File: config.mk
export PLATFORM = sky130hd
export DESIGN_NAME = seq_booth_multiplier_flat
export DESIGN_NICKNAME = d
export VERILOG_FILES = /design/src/rtl/seq_booth_multiplier_if.sv /design/src/rtl/seq_booth_multiplier.sv /design/src/flat_wrapper.sv
export SDC_FILE = /design/constraint.sdc
export NUM_CORES = 1
export LEC_CHECK = 0
export ABC_AREA = 0
export BUFFER_PORTS_ARGS = -buffer_cell sky130_fd_sc_hd__buf_4
export CAP_MARGIN = 20
export CORE_MARGIN = 10
export CORE_UTILIZATION = 36
export CTS_BUF_LIST = sky130_fd_sc_hd__clkbuf_4 sky130_fd_sc_hd__clkbuf_8
export CTS_CLUSTER_DIAMETER = 150
export CTS_CLUSTER_SIZE = 20
export DETAILED_ROUTE_END_ITERATION = 10
export PLACE_DENSITY = 0.54
export SLEW_MARGIN = 10
export SYNTH_ARGS = -nofsm -noshare
export SYNTH_HDL_FRONTEND = slang
export SYNTH_SLANG_ARGS = --single-unit
File: constraint.sdc
create_clock -name clk -period 2.8 [get_ports clk]
set_clock_uncertainty 0.05 [all_clocks]
set_input_delay 0.28 -clock clk [delete_from_list [all_inputs] [get_ports clk]]
set_output_delay 0.28 -clock clk [all_outputs]
set_load 0.01 [all_outputs]
File: src/rtl/seq_booth_multiplier_if.sv
// Handshake and operand/result bundle for the sequential Booth multiplier.
interface seq_booth_multiplier_if #(parameter int N = 32);
    logic           start;
    logic           is_signed;
    logic [N-1:0]   a;
    logic [N-1:0]   b;
    logic           flush;
    logic           ready;
    logic           busy;
    logic           done;
    logic [2*N-1:0] product;

    modport master (output start, is_signed, a, b, flush,
                    input  ready, busy, done, product);
    modport slave  (input  start, is_signed, a, b, flush,
                    output ready, busy, done, product);
endinterface

File: src/rtl/seq_booth_multiplier.sv
// Radix-2 Booth multiplier, one step per clock, full 2N-bit signed/unsigned product.
module seq_booth_multiplier #(
    parameter int N = 32
) (
    input  logic                  clk,
    input  logic                  rst_n,
    seq_booth_multiplier_if.slave bus
);
    localparam int W  = N + 1;
    localparam int PW = 2 * W + 1;
    localparam int CW = $clog2(N + 2);
    localparam logic [CW-1:0] LAST = CW'(W - 1);

    typedef enum logic [1:0] {IDLE, BUSY, DONE} state_e;

    state_e           state_q, state_d;
    logic [PW-1:0]    p_q, p_d;
    logic [W-1:0]     mcand_q, mcand_d;
    logic [CW-1:0]    cnt_q, cnt_d;
    logic [2*N-1:0]   prod_q, prod_d;

    logic [W-1:0]     a_ext, b_ext, upper;
    logic [PW-1:0]    p_step;

    // One extra bit keeps the most negative and full-range unsigned operands exact.
    assign a_ext = {bus.is_signed & bus.a[N-1], bus.a};
    assign b_ext = {bus.is_signed & bus.b[N-1], bus.b};

    always_comb begin
        upper = p_q[PW-1:W+1];
        case (p_q[1:0])
            2'b01:   upper = upper + mcand_q;
            2'b10:   upper = upper + (~mcand_q + W'(1));
            default: upper = p_q[PW-1:W+1];
        endcase
        p_step = {upper[W-1], upper, p_q[W:1]};
    end

    always_comb begin
        state_d = state_q;
        p_d     = p_q;
        mcand_d = mcand_q;
        cnt_d   = cnt_q;
        prod_d  = prod_q;
        case (state_q)
            IDLE: begin
                if (bus.start) begin
                    p_d     = {{W{1'b0}}, a_ext, 1'b0};
                    mcand_d = b_ext;
                    cnt_d   = '0;
                    state_d = BUSY;
                end
            end
            BUSY: begin
                if (bus.flush) begin
                    state_d = IDLE;
                end else begin
                    p_d   = p_step;
                    cnt_d = cnt_q + CW'(1);
                    if (cnt_q == LAST) begin
                        prod_d  = p_step[2*N:1];
                        state_d = DONE;
                    end
                end
            end
            DONE:    state_d = IDLE;
            default: state_d = IDLE;
        endcase
    end

    always_ff @(posedge clk or negedge rst_n) begin
        if (!rst_n) begin
            state_q <= IDLE;
            p_q     <= '0;
            mcand_q <= '0;
            cnt_q   <= '0;
            prod_q  <= '0;
        end else begin
            state_q <= state_d;
            p_q     <= p_d;
            mcand_q <= mcand_d;
            cnt_q   <= cnt_d;
            prod_q  <= prod_d;
        end
    end

    assign bus.ready   = (state_q == IDLE);
    assign bus.busy    = (state_q == BUSY);
    assign bus.done    = (state_q == DONE);
    assign bus.product = prod_q;
endmodule

File: src/flat_wrapper.sv
// flat-port wrapper written by rule: the top's interface ports become plain ports
module seq_booth_multiplier_flat 
#(
    parameter int N = 32
)
  (clk, rst_n, bus_start, bus_is_signed, bus_a, bus_b, bus_flush, bus_ready, bus_busy, bus_done, bus_product);
  seq_booth_multiplier_if #(.N(N)) bus_i ();
  input  logic clk;
  input  logic rst_n;
  input wire logic [$bits(bus_i.start)-1:0] bus_start;
  input wire logic [$bits(bus_i.is_signed)-1:0] bus_is_signed;
  input wire logic [$bits(bus_i.a)-1:0] bus_a;
  input wire logic [$bits(bus_i.b)-1:0] bus_b;
  input wire logic [$bits(bus_i.flush)-1:0] bus_flush;
  output wire logic [$bits(bus_i.ready)-1:0] bus_ready;
  output wire logic [$bits(bus_i.busy)-1:0] bus_busy;
  output wire logic [$bits(bus_i.done)-1:0] bus_done;
  output wire logic [$bits(bus_i.product)-1:0] bus_product;
  assign bus_i.start = bus_start;
  assign bus_i.is_signed = bus_is_signed;
  assign bus_i.a = bus_a;
  assign bus_i.b = bus_b;
  assign bus_i.flush = bus_flush;
  assign bus_ready = bus_i.ready;
  assign bus_busy = bus_i.busy;
  assign bus_done = bus_i.done;
  assign bus_product = bus_i.product;
  seq_booth_multiplier #(.N(N)) u_core (.clk(clk), .rst_n(rst_n), .bus(bus_i));
endmodule
==> results.ini <==
[run_status]
status = complete, but fails checks
violations_in_the_final_reports = negative setup slack

[critical_path]
critPathArrivalTime_ns = 3.56
timing.setup.critical_path_class = flop to flop
timing.critical_path.cells = ha_2 > inv_2 > fa_2 > o21ba_4 > a2111o_1 > a311oi_2 > o21ai_2 > o21ai_2 > a21boi_2 > a221o_1 > o211ai_1 > buf_4 > o21ai_2
timing.critical_path.fanout_max = 3
critical_path.n_buffers_inverters = 2
cp_capture_type = flop
critical_path.startpoint_type = flop
cp_slowest_stage_delay_ns = 0.42
cp.required_ns = 3.12
cp_slowest_cell = sky130_fd_sc_hd__a2111o_1
timing.critical_path.mode_cell = sky130_fd_sc_hd__o21ai_2
crit_family = compound AO/OA/AOI/OAI gates

[sta]
max_freq_ghz = 0.308
period_minus_slack_ns = 3.24
final_min_period_over_clock_period_pct = 116
timing.final.hold_violations = 0
report.final.slew_viol_count = 0
worst_slack_ns = -0.444
slew_headroom_pct = 39.2
setup_viol_count_final = 26
unrepaired_setup_endpoints_after_global_routing = yes
worst_slew_pin_slew_ns = 0.912

[yosys]
net_count_after_synthesis = 1493
synth_top_area_share_pct = 38.9
synth_cells = 1354
yosys_warnings = 0
ys_top_cells_by_area = sky130_fd_sc_hd__dfrtp_1 (39%), sky130_fd_sc_hd__nand2_1 (10%), sky130_fd_sc_hd__ha_1 (7.7%), sky130_fd_sc_hd__o21ai_0 (5.5%), sky130_fd_sc_hd__a21oi_1 (4.3%)
yosys.area.top_type = sky130_fd_sc_hd__dfrtp_1
postSynth.topFlopCell = sky130_fd_sc_hd__dfrtp_1
synth-edff-count = 0
area_of_the_mapped_netlist_um2 = 11000
synth_cell_types = 73
ys_async_sr_fraction_pct = 100
synth_sequential_area_ratio_pct = 38.9
total_of_flip_flops_plus_latches_after_synthesis = 171
synth_area_per_cell_um2 = 8.12

[finish]
fin_util_pct = 54.3
final_net_count = 1895
drive_gt1_share_pct = 34.8
layout.cell_area.non_filler_um2 = 16200
flow.area_growth_from_synthesis_pct = 47.5
n_antenna_cell = 0

[die]
floorplan.die.width_um = 195
total_die_area_um2 = 37900
initial_utilization_pct = 36.8
coreArea_um2 = 29900
number_of_i_o_pins = 136
core.rowCount = 63
die_h_um = 195

[detailed_routing]
via_per_inst = 5.29
wl_per_cell_um = 19.1
detailedRoute.firstPassIterationCount = 6
first_iter_violations = 668
drc_errors = 0
total_via_count_after_detailed_routing = 11400
routed_wl_mm = 41.3
antenna_left = 0

[power]
cellPowerDensity_nw_per_um2 = 976
power.switching_fraction_pct = 45.9
power_switching_mw = 7.28
comb_pwr_share_pct = 67.9
worst_ir_drop_vdd_mv = 0.382
power_frac_clock_pct = 10.9
internal_power_mw = 8.57
totalPowerFinal_mw = 15.8
leakagePower_nw = 7.66
power_frac_seq_pct = 21.3

[global_routing]
grt_first_pass_wirelength_mm = 65.5
antenna_found_initial = 0
pin_count_of_the_biggest_net_entering_global_routing = 76
gr-usage-all-layers_pct = 21.1
grt_overflow = 0
vias_in_the_first_global_route = 11700

[clock_tree]
clk_latency_ns = 0.52
clk_transition_reported_paths_ns = 0.12
clock_path_buffers = 2
cts.sinks = 171
ctsHtreeMaxLevel = 4
tritoncts.num_buffers = 17
cts_root_buf = sky130_fd_sc_hd__clkbuf_8
tritoncts = yes

[placed_design]
worst_setup_slack_post_dpl_ns = -0.539
placement.io_buffers = 135
dp_hpwl_mm = 29.4
globalplace.congestion = 0.921
placedInstanceArea_um2 = 14100

[hold_path]
hold_path_class = input port to flop

[flow_run]
cap_violations = 0

-- timing repair --
action | CTS | global route
hold buffers | 66 | 0
buffers inserted | 11 | 10
endpoints found under the hold margin | 121 | 0
endpoints found under the setup margin | 45 | 51
resized for setup | 111 | 113
pin swaps | 40 | 51
-- per-layer routing --
| layer | wire (um) | GRT usage [%] | share of wire [%] | vias up |
|---|---|---|---|---|
| met4 | 642 | 6.42 | 1.6 | 0 |
| met3 | 2240 | 4.63 | 5.4 | 41 |
| li1 | - | - | - | 5549 |
| met2 | 18700 | 31.9 | 45 | 283 |
| met5 | 0 | 0 | 0 | - |
| met1 | 19800 | 29.3 | 48 | 5548 |
-- Yosys cell counts, drive strengths merged, types with 3 or more instances --
master and number:
nand3 22, nor2 98, o21a 5, o31a 4, clkbuf 59, o21bai 12
a311oi 6, o221ai 3, mux2 5, inv 80, o21ai 122, or4 3
a2111oi 4, nand2b 12, and3 7, mux2i 3, and2 4, a21oi 94
o311ai 3, o2111ai 3, o221a 11, or2 6, nor3 20, dfrtp 171
a31oi 40, ha 68, nor4 7, a21o 14, a211oi 11, nand4 8
a32oi 8, xnor2 14, nor2b 12, a22o 3, o22ai 4, nand2 296
o211ai 12, a21boi 3, buf 23, o31ai 18, or3 6, a221oi 17
xor2 4
-- worst register-to-register path: stages (launching register included) --
cell                       delay (ns)
sky130_fd_sc_hd__dfrtp_1         0.38
sky130_fd_sc_hd__ha_2            0.19
sky130_fd_sc_hd__inv_2           0.04
sky130_fd_sc_hd__fa_2            0.35
sky130_fd_sc_hd__o21ba_4         0.23
sky130_fd_sc_hd__a2111o_1        0.42
sky130_fd_sc_hd__a311oi_2        0.33
sky130_fd_sc_hd__o21ai_2         0.15
sky130_fd_sc_hd__o21ai_2         0.19
sky130_fd_sc_hd__a21boi_2        0.09
sky130_fd_sc_hd__a221o_1         0.30
sky130_fd_sc_hd__o211ai_1        0.18
sky130_fd_sc_hd__buf_4           0.16
sky130_fd_sc_hd__o21ai_2         0.05
-- sequential cells by signal (all words and copies together) (netlist names) --
register and count:
u_core.p_q 66, u_core.state_q 2, u_core.mcand_q 33, u_core.cnt_q 6
u_core.bus.product 64
-- path summary, 6_finish.rpt --
check | startpoint | endpoint | slack (ns) | cells after the start
hold reg to reg | u_core.bus.product[36] | u_core.bus.product[36] | 0.44 | 2
setup reg to reg | u_core.p_q[34] | u_core.bus.product[60] | -0.44 | 13
setup / recovery | u_core.p_q[34] | u_core.bus.product[60] | -0.44 | 13
hold / removal | bus_flush | u_core.p_q[62] | 0.20 | 4
max in group asynchronous | rst_n | u_core.p_q[57] | 1.60 | 3
min in group asynchronous | rst_n | u_core.p_q[55] | 0.29 | 2
-- area by class of cell --
| class | instances | area [um^2] |
|---|---|---|
| fill | 2793 | 13600 |
| timing repair buffer | 466 | 3760 |
| inverter | 82 | 310 |
| tap | 390 | 488 |
| multi-input combinational | 1018 | 7030 |
| sequential | 171 | 4280 |
| clock inverter | 12 | 105 |
| clock buffer | 20 | 256 |
-- metrics by stage --
step | std cells | hold WS [ns] | TNS, ns
after global placement | 2042 | 0.263 | -9.79
after CTS | 2149 | 0.172 | -6.26
after detailed placement | 2042 | 0.277 | -10.78
after floorplan | 1354 | -0.0656 | -1.11
after global routing | 2159 | 0.209 | -10.77
final | 2159 | 0.199 | -6.76
-- layout by cell type (no fill, tap or decap), types with 7 or more instances in the layout --
master / count
sky130_fd_sc_hd__buf_4: 385
sky130_fd_sc_hd__ha_1: 45
sky130_fd_sc_hd__inv_2: 12
sky130_fd_sc_hd__ha_4: 18
sky130_fd_sc_hd__o31ai_1: 10
sky130_fd_sc_hd__dfrtp_1: 168
sky130_fd_sc_hd__o21ai_0: 86
sky130_fd_sc_hd__a31oi_1: 36
sky130_fd_sc_hd__a21o_1: 14
sky130_fd_sc_hd__nor2_1: 91
sky130_fd_sc_hd__o21ai_2: 13
sky130_fd_sc_hd__nand4_1: 8
sky130_fd_sc_hd__nor2b_1: 8
sky130_fd_sc_hd__dlygate4sd3_1: 66
sky130_fd_sc_hd__a211oi_1: 9
sky130_fd_sc_hd__a21oi_1: 69
sky130_fd_sc_hd__o221a_2: 10
sky130_fd_sc_hd__o21ai_1: 22
sky130_fd_sc_hd__nor3_1: 14
sky130_fd_sc_hd__buf_6: 10
sky130_fd_sc_hd__inv_1: 67
sky130_fd_sc_hd__o211ai_1: 12
sky130_fd_sc_hd__clkbuf_8: 18
sky130_fd_sc_hd__o21bai_1: 12
sky130_fd_sc_hd__nand3_1: 22
sky130_fd_sc_hd__and3_1: 7
sky130_fd_sc_hd__nand2_1: 291
sky130_fd_sc_hd__xnor2_1: 12
sky130_fd_sc_hd__a221oi_2: 9
sky130_fd_sc_hd__a21oi_2: 19
sky130_fd_sc_hd__nand2b_1: 10
-- power groups by stage --
| stage | sequential, mW | combinational, mW | clock, mW |
|---|---|---|---|
| floorplan | 3.29 | 5.02 | 0 |
| global placement | 3.33 | 8.84 | 0 |
| detailed placement | 3.35 | 8.86 | 0 |
| CTS | 3.33 | 9.78 | 1.78 |
| global route | 3.43 | 11.6 | 1.87 |
| finish | 3.37 | 10.7 | 1.73 |
-- kinds of logic after synthesis --
| logic type | Yosys count | synth area share [%] |
|---|---|---|
| compound gates | 418 | 25.0 |
| xor+xnor | 18 | 1.43 |
| fa+ha+maj | 70 | 8.10 |
| buf+inv | 165 | 6.41 |
| flops | 171 | 38.9 |
| mux | 8 | 0.785 |
| simple gates | 504 | 19.3 |
(Power assumes the default switching activity.)
